### config.mk
export PLATFORM = sky130hd
export DESIGN_NAME = fb_port_arbiter
export DESIGN_NICKNAME = d
export VERILOG_FILES = /design/src/rtl/fb_port_arbiter.sv
export SDC_FILE = /design/constraint.sdc
export NUM_CORES = 1
export LEC_CHECK = 0
export ABC_AREA = 1
export BUFFER_PORTS_ARGS = -buffer_cell sky130_fd_sc_hd__buf_2
export CAP_MARGIN = 30
export CELL_PAD_IN_SITES_DETAIL_PLACEMENT = 1
export CELL_PAD_IN_SITES_GLOBAL_PLACEMENT = 1
export CORE_MARGIN = 1.5
export CORE_UTILIZATION = 24
export DETAILED_ROUTE_END_ITERATION = 6
export GPL_ROUTABILITY_DRIVEN = 0
export PLACE_DENSITY = 0.85
export SYNTH_ARGS = -nofsm -noshare
export SYNTH_HDL_FRONTEND = slang
export SYNTH_SLANG_ARGS = --single-unit
export TNS_END_PERCENT = 30
### constraint.sdc
create_clock -name clk -period 1.2 [get_ports clk]
set_input_delay 0.12 -clock clk [delete_from_list [all_inputs] [get_ports clk]]
set_output_delay 0.12 -clock clk [all_outputs]
set_load 0.02 [all_outputs]
### src/rtl/fb_port_arbiter.sv
// rtl/fb_port_arbiter.sv - single-port frame-buffer BRAM arbiter between Z80 CPU and video fetcher
module fb_port_arbiter #(
    parameter int ADDR_W       = 11,
    parameter int DATA_W       = 8,
    parameter int CPU_MAX_WAIT = 4
) (
    input  logic              clk,
    input  logic              reset_n,
    input  logic              cpu_req,
    input  logic              cpu_we,
    input  logic [ADDR_W-1:0] cpu_addr,
    input  logic [DATA_W-1:0] cpu_wdata,
    output logic [DATA_W-1:0] cpu_rdata,
    output logic              cpu_wait_n,
    input  logic              vid_req,
    input  logic [ADDR_W-1:0] vid_addr,
    output logic              vid_gnt,
    output logic [DATA_W-1:0] vid_rdata,
    output logic              vid_rvalid,
    output logic              ram_en,
    output logic              ram_we,
    output logic [ADDR_W-1:0] ram_addr,
    output logic [DATA_W-1:0] ram_wdata,
    input  logic [DATA_W-1:0] ram_rdata
);

    localparam int                CNT_W   = $clog2(CPU_MAX_WAIT + 1);
    localparam logic [CNT_W-1:0]  MAX_CNT = CNT_W'(CPU_MAX_WAIT);

    logic              cpu_armed_q, cpu_armed_d;
    logic [CNT_W-1:0]  starve_cnt_q, starve_cnt_d;
    logic              cpu_ack_q, cpu_ack_d;
    logic              cpu_ack_we_q, cpu_ack_we_d;
    logic              vid_rvalid_q, vid_rvalid_d;
    logic [DATA_W-1:0] cpu_rdata_q, cpu_rdata_d;

    logic cpu_pend;
    logic vid_slot;
    logic cpu_slot;
    logic cpu_rd_ack;

    // Slot selection: video by default, CPU once it has watched CPU_MAX_WAIT video grants go by.
    always_comb begin
        vid_slot = 1'b0;
        cpu_slot = 1'b0;
        cpu_pend = cpu_req & cpu_armed_q;
        if (reset_n) begin
            if (vid_req && (!cpu_pend || (starve_cnt_q < MAX_CNT))) begin
                vid_slot = 1'b1;
            end else if (cpu_pend) begin
                cpu_slot = 1'b1;
            end
        end
        vid_gnt    = vid_slot;
        ram_en     = vid_slot | cpu_slot;
        ram_we     = cpu_slot & cpu_we;
        ram_addr   = vid_slot ? vid_addr : (cpu_slot ? cpu_addr : '0);
        ram_wdata  = cpu_slot ? cpu_wdata : '0;
        cpu_wait_n = ~reset_n | ~cpu_pend;
        // Read data passes straight through in the ack cycle so the CPU sees it as wait_n rises.
        cpu_rd_ack = cpu_ack_q & ~cpu_ack_we_q & reset_n;
        cpu_rdata  = cpu_rd_ack ? ram_rdata : cpu_rdata_q;
        vid_rvalid = vid_rvalid_q;
        vid_rdata  = ram_rdata;
    end

    // Next-state: one access per armed request, starvation count, response pipeline.
    always_comb begin
        cpu_armed_d  = cpu_armed_q;
        starve_cnt_d = '0;
        cpu_ack_d    = cpu_slot;
        cpu_ack_we_d = cpu_slot & cpu_we;
        vid_rvalid_d = vid_slot;
        cpu_rdata_d  = cpu_rd_ack ? ram_rdata : cpu_rdata_q;
        if (cpu_slot) begin
            cpu_armed_d = 1'b0;
        end else if (!cpu_req) begin
            cpu_armed_d = 1'b1;
        end
        if (vid_slot && cpu_pend) begin
            starve_cnt_d = (starve_cnt_q == MAX_CNT) ? starve_cnt_q : starve_cnt_q + 1'b1;
        end
    end

    // State registers with synchronous active-low reset; in-flight responses are dropped.
    always_ff @(posedge clk) begin
        if (!reset_n) begin
            cpu_armed_q  <= 1'b1;
            starve_cnt_q <= '0;
            cpu_ack_q    <= 1'b0;
            cpu_ack_we_q <= 1'b0;
            vid_rvalid_q <= 1'b0;
            cpu_rdata_q  <= '0;
        end else begin
            cpu_armed_q  <= cpu_armed_d;
            starve_cnt_q <= starve_cnt_d;
            cpu_ack_q    <= cpu_ack_d;
            cpu_ack_we_q <= cpu_ack_we_d;
            vid_rvalid_q <= vid_rvalid_d;
            cpu_rdata_q  <= cpu_rdata_d;
        end
    end

endmodule
# Yosys cells after proc, flatten, opt, wreduce, memory -nomap -nowiden
# Cells that the tools add are included.
dict set report op_classes {
  add_sub_neg 1
  magnitude_cmp 1
  eq_ne 2
  mux 11
  bitwise_logic 9
  n_reduce_logical 5
}
# operator n
set ops {}
lappend ops {{$mux W11} 2}
lappend ops {{$mux W8} 2}
lappend ops {{$mux W1} 7}
lappend ops {{$and A1 B1 Y1} 4}
lappend ops {{$add A3 B1 Y3 const B} 1}
lappend ops {{$eq A3 B3 Y1 const B} 1}
lappend ops {{$lt A3 B3 Y1 const B} 1}
lappend ops {{$not A1 Y1} 3}
lappend ops {{$logic_and A1 B1 Y1} 2}
lappend ops {{$ne A2 B1 Y1 const B} 1}
lappend ops {{$or A1 B1 Y1} 2}
lappend ops {{$reduce_and A2 Y1} 1}
lappend ops {{$logic_not A1 Y1} 1}
lappend ops {{$logic_or A1 B1 Y1} 1}
dict set report word_totals {
  ff_bits 15
  output_inout_bits 40
  elab_cells 35
}

# Depth between registers and ports, before layout
dict set report depth {
  depth_word 8
  ltp_mapped 7
}

# Worst setup path before layout
# No wires, ideal clock.
dict set report synth_timing {
  kind {reg2out}
  start {register starve_cnt_q[2]}
  end {output ram_en}
  t_arrival_ns 0.986
  t_required_ns 1.080
  setup_slack_ns 0.094
  stages_incl_launch_ff 4
  n_path_buf 0
  path_cell_list {dfxtp_1 > nand3_2 > nand2_4 > o21ai_0}
}
dict set report synth_between {
  elab_chain_cells 6
  elab_cells_between_ends 8
}
# item line_no
set synth_lines {}
lappend synth_lines {{start: declaration} 31} ;# logic [CNT_W-1:0] starve_cnt_q, starve_cnt_d;
lappend synth_lines {{start signal: assignment} 96} ;# starve_cnt_q <= starve_cnt_d;
lappend synth_lines {{$lt A3 B3 Y1 *} 48} ;# if (vid_req && (!cpu_pend || (starve_cnt_q < MAX_CNT))) begin
lappend synth_lines {{$logic_or A1 B1 Y1 *} 48}
lappend synth_lines {{$logic_and A1 B1 Y1 *} 48}
lappend synth_lines {{$mux W1} 48}
lappend synth_lines {{$mux W1} 47} ;# if (reset_n) begin
lappend synth_lines {{$or A1 B1 Y1 *} 55} ;# ram_en = vid_slot | cpu_slot;
lappend synth_lines {{end: declaration} 20} ;# output logic ram_en,
# Every way passes the cells marked *; elsewhere a longest branch is shown, timed or not.

# Worst setup path in the final report
dict set report layout_timing {
  start {register cpu_armed_q}
  end {output ram_addr[4]}
}
dict set report layout_between {
  elab_chain_cells 8
  elab_cells_between_ends 11
}
# item line_no
set layout_lines {}
lappend layout_lines {{start: declaration} 30} ;# logic cpu_armed_q, cpu_armed_d;
lappend layout_lines {{start signal: assignment} 95} ;# cpu_armed_q <= cpu_armed_d;
lappend layout_lines {{$and A1 B1 Y1 *} 46} ;# cpu_pend = cpu_req & cpu_armed_q;
lappend layout_lines {{$logic_not A1 Y1} 48}
lappend layout_lines {{$logic_or A1 B1 Y1} 48}
lappend layout_lines {{$logic_and A1 B1 Y1} 48}
lappend layout_lines {{$mux W1} 48}
lappend layout_lines {{$mux W1} 47}
lappend layout_lines {{$mux W11} 57} ;# ram_addr = vid_slot ? vid_addr : (cpu_slot ? cpu_addr : '0);
lappend layout_lines {{$mux W11 *} 57}
lappend layout_lines {{end: declaration} 22} ;# output logic [ADDR_W-1:0] ram_addr,
# Marked as above.

==> results.cfg <==
[run_status]
run_status = complete, but fails checks
violations = negative setup slack

[sta]
final.setup_skew_ns = 0.00353
unrepaired_setup_endpoints_after_global_routing = yes
final_max_slew_viol_count = 0
final-hold-violation-count = 0
finalSetupViolCount = 31
tightestPinTransition_ns = 0.212
max_freq_ghz = 0.713
layout_min_cycle_time_ns = 1.40
relative_slew_slack_pct = 85.8
finalSetupTns_ns = -4.68
final_min_period_over_clock_period_pct = 117
setup_ws_ns = -0.203

[power_and_ir_drop]
power_uw = 1380
power_density_nw_per_um2 = 783
highest_ir_drop_seen_on_vdd_uv = 294
cellLeakagePower_uw = 0.00106

[routing]
drtIter0Drc = 34
route.detailed.vias_per_inst = 4.36
vias_after_detailed_routing = 1342
drc_errors = 0
routed_wirelength_um = 3410
firstDrtPassIters = 4
wl_per_cell_um = 11.1
postRouteAntennaNets = 0

[hold_path]
min_delay_path_class = in -> reg
worst_hold_path.num_cells = 2
hold_sp = cpu_req
timing.hold.worst_endpoint = cpu_armed_q

[clock_tree]
ctsRootBufferMaster = clkbuf_8
cts_sinks = 15
clk_buf_depth = 2
clkTransAtPathRegs_ns = 0.06
clk-insertion-delay-late_ns = 0.25
cts-buffers-inserted = 3
clock_tree_from_tritoncts = yes
clock_tree.htree_level_count = 1

[layout]
diodes = 0
finalNetCount = 302
area.growth.synth_to_final_pct = 63.0
final_cell_count_no_fill = 308
fraction_of_final_layout_cells_with_drive_strength_greater_than_1_pct = 49.6

[place]
portBuffers = 82
hpwlAfterDp_um = 2530
numPlacedInstances = 302
dp_slack_ns = -0.0332

[global_route]
grt_start_max_net_pins = 15
grt_usage_pct = 14.0
grt_pass1_vias = 1361
grt_overflow_total = 0
grt_first_pass_wirelength_um = 5700
initial_antenna_violation_count = 0

[floorplan]
initial_core_util_pct = 24.9
total_die_area_um2 = 4930
fp.dieW_um = 70.2
floorplan.rows = 24
die_height_um = 70.2
pin_count = 83
coreArea_um2 = 4350

[critical_path]
timing.reg2reg.setup_slack_ns = 0.10
critPathLaunchType = flop
timing.setup.critical_path_class = reg -> out
worstSetupEndpointType = output pin
worst-r2r-cell-count = 6
cp_max_fanout = 6
crit-reg2reg-capture = starve_cnt_q[2]
required_ns = 1.08
cp_data_arrival_time_ns = 1.28
r2r_start = starve_cnt_q[0]

[yosys]
seq_area_frac_synth_pct = 27.7
flip_flop_and_latch_count_after_synthesis = 15
synth_top_area_share_pct = 27.7
netlist.top_cell.by_area = dfxtp_1
synthesized_cell_area_um2 = 1080
postSynthAreaPerCell_um2 = 6.12
netlist-cell-type-count = 20
synthesis.yosys.warnings = 0
post_synth_inst_count = 177
yosys-top-cells-area = dfxtp_1 (28%), inv_1 (15%), nand2_1 (15%), buf_4 (7.6%), nand3_1 (6.9%)
synthesis.nets = 222

[job]
maxCapViolations = 0
## layer usage
metal	GRT usage (%)	up-vias	wire, µm	share of wire (%)
met4	3.21	0	44	1.3
met1	15.2	613	1370	40
met3	4.62	7	224	6.6
met2	26.2	45	1780	52
met5	0	-	0	0
li1	-	677	-	-
## worst max-delay path by stage
stage,from,end,cells after the start
finish,cpu_armed_q,ram_addr[4],6
global route,cpu_armed_q,ram_addr[4],6
CTS,cpu_armed_q,ram_addr[7],6
detailed placement,cpu_armed_q,ram_addr[3],6
global placement,cpu_armed_q,ram_addr[7],6
floorplan,starve_cnt_q[2],ram_en,3
## critical path, stage by stage (launching register included)
cell,delay [ns]
dfxtp_2,0.36
nand2_2,0.08
nor2_4,0.15
buf_6,0.16
nand3_2,0.08
nand2_2,0.08
buf_6,0.12
## cell usage after synthesis
| library cell | number |
|---|---|
| nor2_1 | 14 |
| ha_1 | 2 |
| nor2_2 | 10 |
| clkbuf_1 | 1 |
| nand2_1 | 42 |
| dfxtp_1 | 15 |
| a21oi_1 | 1 |
| nand2_2 | 1 |
| nand3_1 | 15 |
| nand4_1 | 12 |
| o21ai_0 | 1 |
| buf_2 | 3 |
| xor2_1 | 1 |
| buf_6 | 1 |
| nand2_4 | 1 |
| nor2_4 | 1 |
| inv_2 | 1 |
| inv_1 | 43 |
| nand3_2 | 1 |
| buf_4 | 11 |
## what timing repair did
action,in CTS,in global routing
setup endpoints to repair,31,32
cloned,1,0
pin swaps,3,9
hold buffers,0,0
setup buffers,1,0
gates resized for setup,50,15
## stage by stage
stage	area (µm²)	utilization [%]	hold WS, ns
CTS	1710	39.3	0.110
global placement	1500	34.4	0.349
detailed placement	1500	34.4	0.362
floorplan	1080	-	0.205
finish	1770	40.6	0.113
global route	1770	40.6	0.114
## power by group
| part | switching, µW | internal [µW] | leakage [µW] | total [µW] |
|---|---|---|---|---|
| clock | 176 | 230 | 0.0000255 | 406 |
| combinational | 257 | 198 | 0.000912 | 456 |
| sequential | 6.96 | 515 | 0.000122 | 522 |
## layout make-up
type | instances | area, µm²
fill | 571 | 2590
clock buffer | 3 | 41.3
sequential | 15 | 303
tap | 52 | 65.1
multi-input combinational | 102 | 569
timing repair buffer | 91 | 618
clock inverter | 1 | 5.00
inverter | 44 | 165
## cells by family (layout without fill, tap and decap cells)
group,after synthesis,count (layout),share of synthesized area (%)
DFF,15,15,27.7
adders and majority gates,2,2,2.31
buffers and inverters,60,139,25.6
and+or+nand+nor,97,97,42.6
xor gates and xnor gates,1,1,0.808
AOI/OAI and AO/OA,2,2,0.923
## layout by cell type, fill, tap and decap left out, drive strengths merged
cell type   n
buf        91
inv        44
nand2      44
nor2       25
nand3      16
dfxtp      15
nand4      12
clkbuf      3
ha          2
o21ai       1
a21oi       1
xor2        1
clkinv      1
## sequential cells by signal, summed over array words and instances, names as in the netlist
register      flops
vid_rvalid        1
cpu_rdata_q       8
cpu_ack_q         1
starve_cnt_q      3
cpu_ack_we_q      1
cpu_armed_q       1
(Power assumes the default switching activity.)
